<file path="config.mk">
export PLATFORM = sky130hd
export DESIGN_NAME = fir_result_quantizer_flat
export DESIGN_NICKNAME = d
export VERILOG_FILES = /design/src/rtl/fir_result_quantizer_if.sv /design/src/rtl/fir_result_quantizer.sv /design/src/flat_wrapper.sv
export SDC_FILE = /design/constraint.sdc
export NUM_CORES = 1
export LEC_CHECK = 0
export CAP_MARGIN = 20
export CORE_ASPECT_RATIO = 1.75
export CORE_MARGIN = 2
export CORE_UTILIZATION = 45
export DETAILED_ROUTE_END_ITERATION = 7
export HOLD_SLACK_MARGIN = 0.05
export PLACE_DENSITY = 0.66
export SETUP_SLACK_MARGIN = 0.1
export SLEW_MARGIN = 20
export SYNTH_ARGS = -nofsm -noshare
export SYNTH_HDL_FRONTEND = slang
export SYNTH_SLANG_ARGS = --single-unit
export TNS_END_PERCENT = 5
</file>
<file path="constraint.sdc">
create_clock -name clkIn -period 3.4 [get_ports clkIn]
set_input_delay 0.34 -clock clkIn [delete_from_list [all_inputs] [get_ports clkIn]]
set_output_delay 0.34 -clock clkIn [all_outputs]
set_load 0.005 [all_outputs]
</file>
<file path="src/rtl/fir_result_quantizer_if.sv">
// Output sample stream of the FIR result quantizer: done/data capture inputs
// plus the valid/ready sample stream toward the DAC side.
interface fir_result_quantizer_if;
    logic               doneIn;
    logic signed [35:0] dataIn;
    logic               readyIn;
    logic               validOut;
    logic signed [15:0] dataOut;

    modport master (
        input  doneIn,
        input  dataIn,
        input  readyIn,
        output validOut,
        output dataOut
    );

    modport slave (
        output doneIn,
        output dataIn,
        output readyIn,
        input  validOut,
        input  dataOut
    );
endinterface

</file>
<file path="src/rtl/fir_result_quantizer.sv">
// Rounds/scales/saturates 36-bit FIR accumulator results to 16-bit samples and buffers them in a show-ahead FIFO.
// Optional clip counter (satCountOut) is built when FIR_QUANT_SAT_COUNT_EN is defined.
module fir_result_quantizer #(
    parameter int SHIFT      = 15,
    parameter int FIFO_DEPTH = 4
) (
    input  logic                          clkIn,
    input  logic                          nResetIn,
    input  logic                          clearIn,
    fir_result_quantizer_if.master        bus,
    output logic                          overflowOut,
    output logic [$clog2(FIFO_DEPTH):0]   levelOut
`ifdef FIR_QUANT_SAT_COUNT_EN
    ,
    output logic [15:0]                   satCountOut
`endif
);

    localparam int AW = $clog2(FIFO_DEPTH);
    localparam int LW = AW + 1;
    localparam logic signed [36:0] ROUND_BIAS = 37'sd1 <<< (SHIFT - 1);

    function automatic logic signed [36:0] roundHalfUp(input logic signed [35:0] acc);
        return $signed({acc[35], acc}) + ROUND_BIAS;
    endfunction

    function automatic logic signed [15:0] saturate16(input logic signed [36:0] v);
        logic signed [36:0] scaled;
        scaled = v >>> SHIFT;
        if (scaled > 37'sd32767)       return 16'sh7FFF;
        else if (scaled < -37'sd32768) return 16'sh8000;
        else                           return scaled[15:0];
    endfunction

    function automatic logic isClipped(input logic signed [36:0] v);
        logic signed [36:0] scaled;
        scaled = v >>> SHIFT;
        return (scaled > 37'sd32767) || (scaled < -37'sd32768);
    endfunction

    logic signed [36:0] roundP1;
    logic               vldP1;
    logic signed [15:0] resultP2;
    logic               vldP2;

    logic signed [15:0] mem [FIFO_DEPTH];
    logic [AW-1:0]      wrPtr;
    logic [AW-1:0]      rdPtr;
    logic [LW-1:0]      level;
    logic signed [15:0] lastData;

    logic full;
    logic pop;
    logic push;
    logic drop;

    assign full = (level == LW'(FIFO_DEPTH));
    assign pop  = bus.validOut && bus.readyIn;
    assign push = vldP2 && (!full || pop);
    assign drop = vldP2 && full && !pop;

    // Stage 1 / stage 2 datapath: capture with rounding bias, then scale and clip
    always_ff @(posedge clkIn) begin
        if (bus.doneIn) roundP1  <= roundHalfUp(bus.dataIn);
        if (vldP1)      resultP2 <= saturate16(roundP1);
    end

    // FIFO write, one cycle after stage 2
    always_ff @(posedge clkIn) begin
        if (push && !clearIn) mem[wrPtr] <= resultP2;
    end

    always_ff @(posedge clkIn or negedge nResetIn) begin
        if (!nResetIn) begin
            vldP1       <= 1'b0;
            vldP2       <= 1'b0;
            wrPtr       <= '0;
            rdPtr       <= '0;
            level       <= '0;
            overflowOut <= 1'b0;
            lastData    <= '0;
        end else if (clearIn) begin
            vldP1       <= 1'b0;
            vldP2       <= 1'b0;
            wrPtr       <= '0;
            rdPtr       <= '0;
            level       <= '0;
            overflowOut <= 1'b0;
            lastData    <= '0;
        end else begin
            vldP1 <= bus.doneIn;
            vldP2 <= vldP1;
            if (push) wrPtr <= wrPtr + AW'(1);
            if (pop)  rdPtr <= rdPtr + AW'(1);
            unique case ({push, pop})
                2'b10:   level <= level + LW'(1);
                2'b01:   level <= level - LW'(1);
                default: level <= level;
            endcase
            if (drop) overflowOut <= 1'b1;
            // Shadow of the head so dataOut keeps the last sample once drained
            if (level != '0) lastData <= mem[rdPtr];
        end
    end

    assign bus.validOut = (level != '0);
    assign bus.dataOut  = (level != '0) ? mem[rdPtr] : lastData;
    assign levelOut     = level;

`ifdef FIR_QUANT_SAT_COUNT_EN
    // Counts clips at stage 2, independent of whether the FIFO accepts them
    always_ff @(posedge clkIn or negedge nResetIn) begin
        if (!nResetIn) begin
            satCountOut <= '0;
        end else if (clearIn) begin
            satCountOut <= '0;
        end else if (vldP1 && isClipped(roundP1) && (satCountOut != 16'hFFFF)) begin
            satCountOut <= satCountOut + 16'd1;
        end
    end
`endif

endmodule

</file>
<file path="src/flat_wrapper.sv">
// flat-port wrapper written by rule: the top's interface ports become plain ports
module fir_result_quantizer_flat 
#(
    parameter int SHIFT      = 15,
    parameter int FIFO_DEPTH = 4
)
  (clkIn, nResetIn, clearIn, overflowOut, levelOut, bus_doneIn, bus_dataIn, bus_readyIn, bus_validOut, bus_dataOut);
  fir_result_quantizer_if bus_i ();
  input  logic clkIn;
  input  logic nResetIn;
  input  logic clearIn;
  output logic overflowOut;
  output logic [$clog2(FIFO_DEPTH):0] levelOut;
  input wire logic [$bits(bus_i.doneIn)-1:0] bus_doneIn;
  input wire logic [$bits(bus_i.dataIn)-1:0] bus_dataIn;
  input wire logic [$bits(bus_i.readyIn)-1:0] bus_readyIn;
  output wire logic [$bits(bus_i.validOut)-1:0] bus_validOut;
  output wire logic [$bits(bus_i.dataOut)-1:0] bus_dataOut;
  assign bus_i.doneIn = bus_doneIn;
  assign bus_i.dataIn = bus_dataIn;
  assign bus_i.readyIn = bus_readyIn;
  assign bus_validOut = bus_i.validOut;
  assign bus_dataOut = bus_i.dataOut;
  fir_result_quantizer #(.SHIFT(SHIFT), .FIFO_DEPTH(FIFO_DEPTH)) u_core (.clkIn(clkIn), .nResetIn(nResetIn), .clearIn(clearIn), .bus(bus_i), .overflowOut(overflowOut), .levelOut(levelOut));
endmodule
</file>
Word level (Yosys, flattened, before mapping)
Memory sizes are Yosys's and may differ from the RTL's.
Index checks and enable logic that the tools add are counted.
- input bits: 41
- output and inout bits: 21
- logic and storage cells: 49
- memory bits (writable): 64
- flip-flop bits (word level): 79
- memories: 1
- multiplexer cells: 15
- add/subtract/negate cells: 5
- reductions and logical operators: 14
- $lt $le $gt $ge: 2
- equal/unequal tests: 3
- memory list (name ; depth ; bits a word ; rd ports ; clocked after Yosys merged registers in ; wr ports ; RTL line ; source):
    u_core.mem ; 4 ; 16 ; 1 ; 0 ; 1 ; fir_result_quantizer.sv:46 ; logic signed [15:0] mem [FIFO_DEPTH];
- operators by type and width (operator ; number):
    $mux 16 ; 3
    $add 36x16->37 const B ; 1
    $gt 22x16->1 const B ; 1
    $lt 22x16->1 const B ; 1
    $mux 2 ; 4
    $mux 1 ; 6
    $pmux 3 s2 ; 1
    $reduce_bool 2->1 ; 3
    $reduce_bool 3->1 ; 2
    $logic_and 1x1->1 ; 5
    $add 2x1->2 const B ; 2
    $add 3x1->3 const B ; 1
    $eq 3x3->1 const B ; 1
    $logic_not 1->1 ; 3
    $mux 3 ; 1
    $sub 3x1->3 const B ; 1
    $eq 2x1->1 const B ; 1
    $eq 2x2->1 const B ; 1
    $logic_or 1x1->1 ; 1

Depth between registers and ports, before layout
- depth in word-level cells: 7
- mapped depth: 8
- gate-level depth less buffers: 7

Worst setup path before layout
OpenSTA, ideal clock, no wires.
- path kind: register to register
- start point: register u_core.level[0] (netlist: u_core.levelOut[0])
- end point: register u_core.level[2] (netlist: u_core.levelOut[2])
- library setup time: 0.075 ns
- arrival time: 2.187 ns
- data required time: 3.325 ns
- stages on the path, launching flop included: 8
- clock period less this slack: 2.261 ns
- path buffers: 1
- path slack: 1.139 ns
- cells stage by stage: dfrtp_1 > or3_1 > buf_2 > nor2b_1 > fa_1 > o31a_1 > o221a_2 > nor2_1
- cells in the longest elaborated chain, start to end: 7
- elaborated cells on any way between the ends: 13
- classes of those cells: add/sub (2); eq/ne (3); mux (2); reduce/logical (6)
- RTL lines (item ; RTL line ; source):
    start, declared ; fir_result_quantizer.sv:49 ; logic [LW-1:0] level;
    start signal, assigned ; fir_result_quantizer.sv:96 ; 2'b10: level <= level + LW'(1);
    start signal, assigned ; fir_result_quantizer.sv:97 ; 2'b01: level <= level - LW'(1);
    start signal, assigned ; fir_result_quantizer.sv:98 ; default: level <= level;
    $reduce_bool 3->1 * ; fir_result_quantizer.sv:106 ; assign bus.validOut = (level != '0);
    net bus_validOut ; flat_wrapper.sv:17 ; output wire logic [$bits(bus_i.validOut)-1:0] bus_validOut;
    $logic_and 1x1->1 * ; fir_result_quantizer.sv:58 ; assign pop = bus.validOut && bus.readyIn;
    $logic_or 1x1->1 ; fir_result_quantizer.sv:59 ; assign push = vldP2 && (!full || pop);
    $logic_and 1x1->1 ; fir_result_quantizer.sv:59 ;
    $eq 2x1->1 / $eq 2x2->1 (equally long branches) ; fir_result_quantizer.sv:95 ; unique case ({push, pop})
    $pmux 3 s2 ; fir_result_quantizer.sv:95 ;
    $mux 3 ; fir_result_quantizer.sv:82 ; end else if (clearIn) begin
Mark *: on every way through the listed nets, which the timed path passes. The rest lies on a longest branch.
A chain may end at the register's enable or synchronous reset.

Worst setup path in the final report
- start point: register u_core.rdPtr[0]
- end point: output bus_dataOut[4]
- cells in the longest elaborated chain, start to end: 2
- RTL lines (item ; RTL line ; source):
    start, declared ; fir_result_quantizer.sv:48 ; logic [AW-1:0] rdPtr;
    start signal, assigned ; fir_result_quantizer.sv:94 ; if (pop) rdPtr <= rdPtr + AW'(1);
    $mem_v2 4x16 ; n/a ;
    $mux 16 ; fir_result_quantizer.sv:107 ; assign bus.dataOut = (level != '0) ? mem[rdPtr] : lastData;
    end, declared ; flat_wrapper.sv:18 ; output wire logic [$bits(bus_i.dataOut)-1:0] bus_dataOut;
No other way between the ends.

==> tab_implementation.tex <==
\begin{tabular}{lr}
\hline
Metric & Value \\
\hline
\multicolumn{2}{l}{\textbf{Floorplan}} \\
\quad Die height & $\sim$150 um \\
\quad Starting density of the core & roughly 46\% \\
\quad Area enclosed by the die boundary & around 0.013 sq mm \\
\quad Die outline width & 87.4 um \\
\quad Number of placed I/O pins & 62 \\
\quad Core Footprint & approximately 0.012 sq mm \\
\quad Site Rows & 53 \\
\multicolumn{2}{l}{\textbf{Global routing}} \\
\quad Vias in the first global route & 3,105 \\
\quad Pin count of the biggest net entering global routing & 28 \\
\quad Global-route wire length before repair & 14,900 um \\
\quad Antenna violations before repair & 0 \\
\quad GRT Residual Overflow & 0 \\
\quad GRT Overall Usage & $\sim$15\% \\
\multicolumn{2}{l}{\textbf{Logic synthesis}} \\
\quad Async set or reset register ratio after synthesis & slightly above 20\% \\
\quad Fraction of the yosys area taken by sequential cells & between 60\% and 70\% \\
\quad Most common cell in the netlist & sky130\_fd\_sc\_hd\_\_edfxtp\_1 \\
\quad Synthesized area & between 0.005 and 0.006 sq mm \\
\quad Cell types with the highest counts after synthesis & 102 x sky130\_fd\_sc\_hd\_\_edfxtp\_1, 27 x sky130\_fd\_sc\_hd\_\_nor2\_1, 26 x sky130\_fd\_sc\_hd\_\_dfrtp\_1 \\
\quad Total nets after synthesis & 400 \\
\quad Post-synth top area cell & sky130\_fd\_sc\_hd\_\_edfxtp\_1 \\
\quad Post-synthesis area per instance & between 15 and 20 sq um \\
\quad Number of enable-type register cells in the synthesized netlist & 102 \\
\quad Library cells used by synthesis & 38 \\
\quad Cell count after synthesis & between 300 and 400 \\
\quad Area share of the leading cell type in the synthesized netlist & $\sim$56\% \\
\quad Synthesized flop and latch total & about 130 \\
\quad Synth area leaders & sky130\_fd\_sc\_hd\_\_edfxtp\_1 56\%, sky130\_fd\_sc\_hd\_\_dfrtp\_1 12\%, sky130\_fd\_sc\_hd\_\_mux4\_1 3.8\% \\
\quad Primary flip-flop cell chosen by synthesis mapping & sky130\_fd\_sc\_hd\_\_edfxtp\_1 \\
\quad Yosys warns & 0 \\
\multicolumn{2}{l}{\textbf{Worst setup path}} \\
\quad CP Capture Type & output port \\
\quad Critical Path Start Type & register \\
\quad Data required time of the critical path & about 3.1 ns \\
\quad Largest fanout on the critical path & 18 \\
\quad CP Data Arrival Time & $\sim$2.4 ns \\
\quad Worst Setup Path Type & reg2out \\
\multicolumn{2}{l}{\textbf{STA}} \\
\quad Accumulated negative setup slack & 0 ns \\
\quad Worst Clk Skew & roughly 0.015 ns \\
\quad Slew of the pin with the lowest slew margin & $\sim$0.95 ns \\
\quad Post-route minimum period & between 2 and 3 ns \\
\quad Max\_slew headroom & 36.6\% \\
\quad Number of hold violations in the final report & 0 \\
\quad Final worst slack & between 0.6 and 0.7 ns \\
\quad Period Utilization, post-route & roughly 81\% \\
\quad Number of setup violations in the final report & 0 \\
\quad Max-slew violation total from the final report & 0 \\
\quad Peak clock frequency supported by timing & $\sim$360 MHz \\
\quad RSZ-0062 raised after global routing & false \\
\multicolumn{2}{l}{\textbf{Cells and area}} \\
\quad Area Overhead vs Synth & 23.3\% \\
\quad Post-layout utilization of the core & 56.6\% \\
\quad Antenna diodes & 0 \\
\quad Final Cell Area & between 0.006 and 0.007 sq mm \\
\quad Fraction of final layout cells with drive strength greater than 1 & 15.8\% \\
\quad Number of nets in the layout & approximately 460 \\
\quad Filler Cell Count & 925 \\
\multicolumn{2}{l}{\textbf{Clock tree}} \\
\quad Sinks on Clock Net & about 130 \\
\quad Skew-Pair Late Insertion Delay & 0.41 ns \\
\quad Clock Tree Buf Depth & 2 \\
\quad Quantity of hold-fixing buffers added after cts & 0 \\
\quad TritonCTS clock tree & yes \\
\quad Clk slew on worst S/H paths & roughly 0.050 ns \\
\quad Number of H-tree branching levels & 4 \\
\quad Number of buffers created by CTS & 17 \\
\quad Number of setup buffers added after CTS & 0 \\
\quad Gates resized, CTS repair & 0 \\
\quad Clock Tree Root & sky130\_fd\_sc\_hd\_\_clkbuf\_16 \\
\multicolumn{2}{l}{\textbf{Route}} \\
\quad Remaining number of nets flagged by the antenna check after routing & 0 \\
\quad DR vias & approximately 3k \\
\quad Routed wirelength normalized by instance count & about 16 um \\
\quad Routed Wire Length & $\sim$8800 um \\
\quad Vias per inst & 5.36 \\
\quad Initial DRT Pass Iterations & 5 \\
\quad Remaining DRCs & 0 \\
\quad Violation count after the first detailed-route iteration & between 90 and 100 \\
\multicolumn{2}{l}{\textbf{Power and ir drop}} \\
\quad Largest vdd supply drop & 0.348 mV \\
\quad Power after layout & 4010 uW \\
\quad Power per unit of standard cell area & approximately 600 mW/mm\^{}2 \\
\quad P\_leak & approximately 0.0024 uW \\
\multicolumn{2}{l}{\textbf{Placed design}} \\
\quad Port bufs & 47 \\
\quad Worst slack at placement & a little over 0.9 ns \\
\quad Weighted congestion reported at the end of routability-driven placement & around 0.8 \\
\quad Half-perimeter wire length after detailed placement & approximately 6000 um \\
\quad Area post-placement & roughly 0.006 sq mm \\
\multicolumn{2}{l}{\textbf{Status}} \\
\quad Status & finished clean \\
\multicolumn{2}{l}{\textbf{Flow run}} \\
\quad Reported max-cap violation count & 0 \\
\multicolumn{2}{l}{\textbf{Hold path}} \\
\quad Type of the tightest min-delay check & in2async \\
\hline
\end{tabular}
-- layout make-up --
class | instances | area [sq um] | share of cell area, %
clock inverters | 12 | 213 | 3.15
inverters | 6 | 22.5 | 0.333
clock buffers | 20 | 447 | 6.61
multi-input cells | 204 | 1660 | 24.6
repair buffers | 55 | 531 | 7.85
flip-flops and latches | 128 | 3710 | 54.9
well taps | 137 | 171 | 2.54
-- metrics by stage --
stage	cells	hold slack (ns)
global route	562	0.341
CTS	562	0.317
floorplan	353	0.0444
detailed placement	530	0.481
global placement	530	0.465
finish	562	0.319
-- cells by family after synthesis --
logic type                 synth area share, %
adders and majority gates                 1.51
buffers and inverters                     1.96
muxes                                     11.1
xor gates and xnor gates                  3.99
AOI/OAI and AO/OA                         2.88
DFF                                       67.7
and+or+nand+nor                           10.8
-- state kept, by name, indices dropped and copies added, names as in the netlist --
name,cells
u_core.overflowOut,1
u_core.roundP1,22
u_core.vldP2,1
u_core.mem,64
u_core.levelOut,3
u_core.resultP2,16
u_core.rdPtr,2
u_core.vldP1,1
u_core.lastData,16
u_core.wrPtr,2
-- critical path, cell delays in order, from the launching register on --
cell	delay (ns)
sky130_fd_sc_hd__dfrtp_1	0.33
sky130_fd_sc_hd__buf_4	0.32
sky130_fd_sc_hd__mux4_1	0.62
sky130_fd_sc_hd__mux2_2	0.29
sky130_fd_sc_hd__clkdlybuf4s50_1	0.44
-- routing by layer --
metal | vias to the layer above | global-route usage, % | wire length, um
li1 | 1438 | - | -
met4 | 0 | 7.62 | 209
met1 | 1480 | 16.1 | 3410
met2 | 74 | 27.3 | 4880
met3 | 19 | 4.19 | 295
met5 | - | 0 | 0
-- placed cells by master (no fill, tap or decap), types with 5 or more instances in the layout --
cell type / Yosys / layout
sky130_fd_sc_hd__edfxtp_1: 102 / 102
sky130_fd_sc_hd__clkdlybuf4s50_1: 0 / 47
sky130_fd_sc_hd__nor2_1: 27 / 27
sky130_fd_sc_hd__dfrtp_1: 26 / 26
sky130_fd_sc_hd__nand2_1: 25 / 25
sky130_fd_sc_hd__nor2b_1: 17 / 17
sky130_fd_sc_hd__a21oi_1: 17 / 17
sky130_fd_sc_hd__clkbuf_16: 0 / 17
sky130_fd_sc_hd__xor2_1: 14 / 14
sky130_fd_sc_hd__nand3_1: 11 / 11
sky130_fd_sc_hd__xnor2_1: 11 / 11
sky130_fd_sc_hd__mux4_2: 8 / 8
sky130_fd_sc_hd__mux2_4: 8 / 8
sky130_fd_sc_hd__mux4_1: 8 / 8
sky130_fd_sc_hd__mux2_2: 8 / 8
sky130_fd_sc_hd__buf_4: 0 / 8
sky130_fd_sc_hd__inv_1: 6 / 6
sky130_fd_sc_hd__nand4_1: 6 / 6
sky130_fd_sc_hd__nor3_1: 6 / 6
sky130_fd_sc_hd__bufinv_16: 0 / 6
sky130_fd_sc_hd__and4_1: 5 / 5
sky130_fd_sc_hd__and2_1: 5 / 5
sky130_fd_sc_hd__ha_1: 5 / 5
sky130_fd_sc_hd__clkinv_2: 0 / 5
-- power by group --
group,switching (uW),internal [uW],total [uW]
registers,39.5,1760,1800
clock network,601,1390,1990
logic,92.4,124,216
-- final timing paths --
kind | from | end | slack [ns] | cells after the start
min | nResetIn | u_core.vldP1$_DFF_PN0_ | 0.32 | 2
min reg2reg | u_core.resultP2[6]$_SDFFCE_PN1P_ | u_core.mem[1][6]$_DFFE_PP_ | 0.49 | 0
max | u_core.rdPtr[0]$_DFFE_PN0P_ | bus_dataOut[4] | 0.64 | 4
min in group clkIn | u_core.resultP2[6]$_SDFFCE_PN1P_ | u_core.mem[1][6]$_DFFE_PP_ | 0.49 | 0
max in group asynchronous | nResetIn | u_core.vldP2$_DFF_PN0_ | 2.82 | 2
max reg2reg | u_core.levelOut[0]$_DFFE_PN0P_ | u_core.levelOut[2]$_DFFE_PN0P_ | 0.99 | 7
Power figures use the tool's default switching activity.
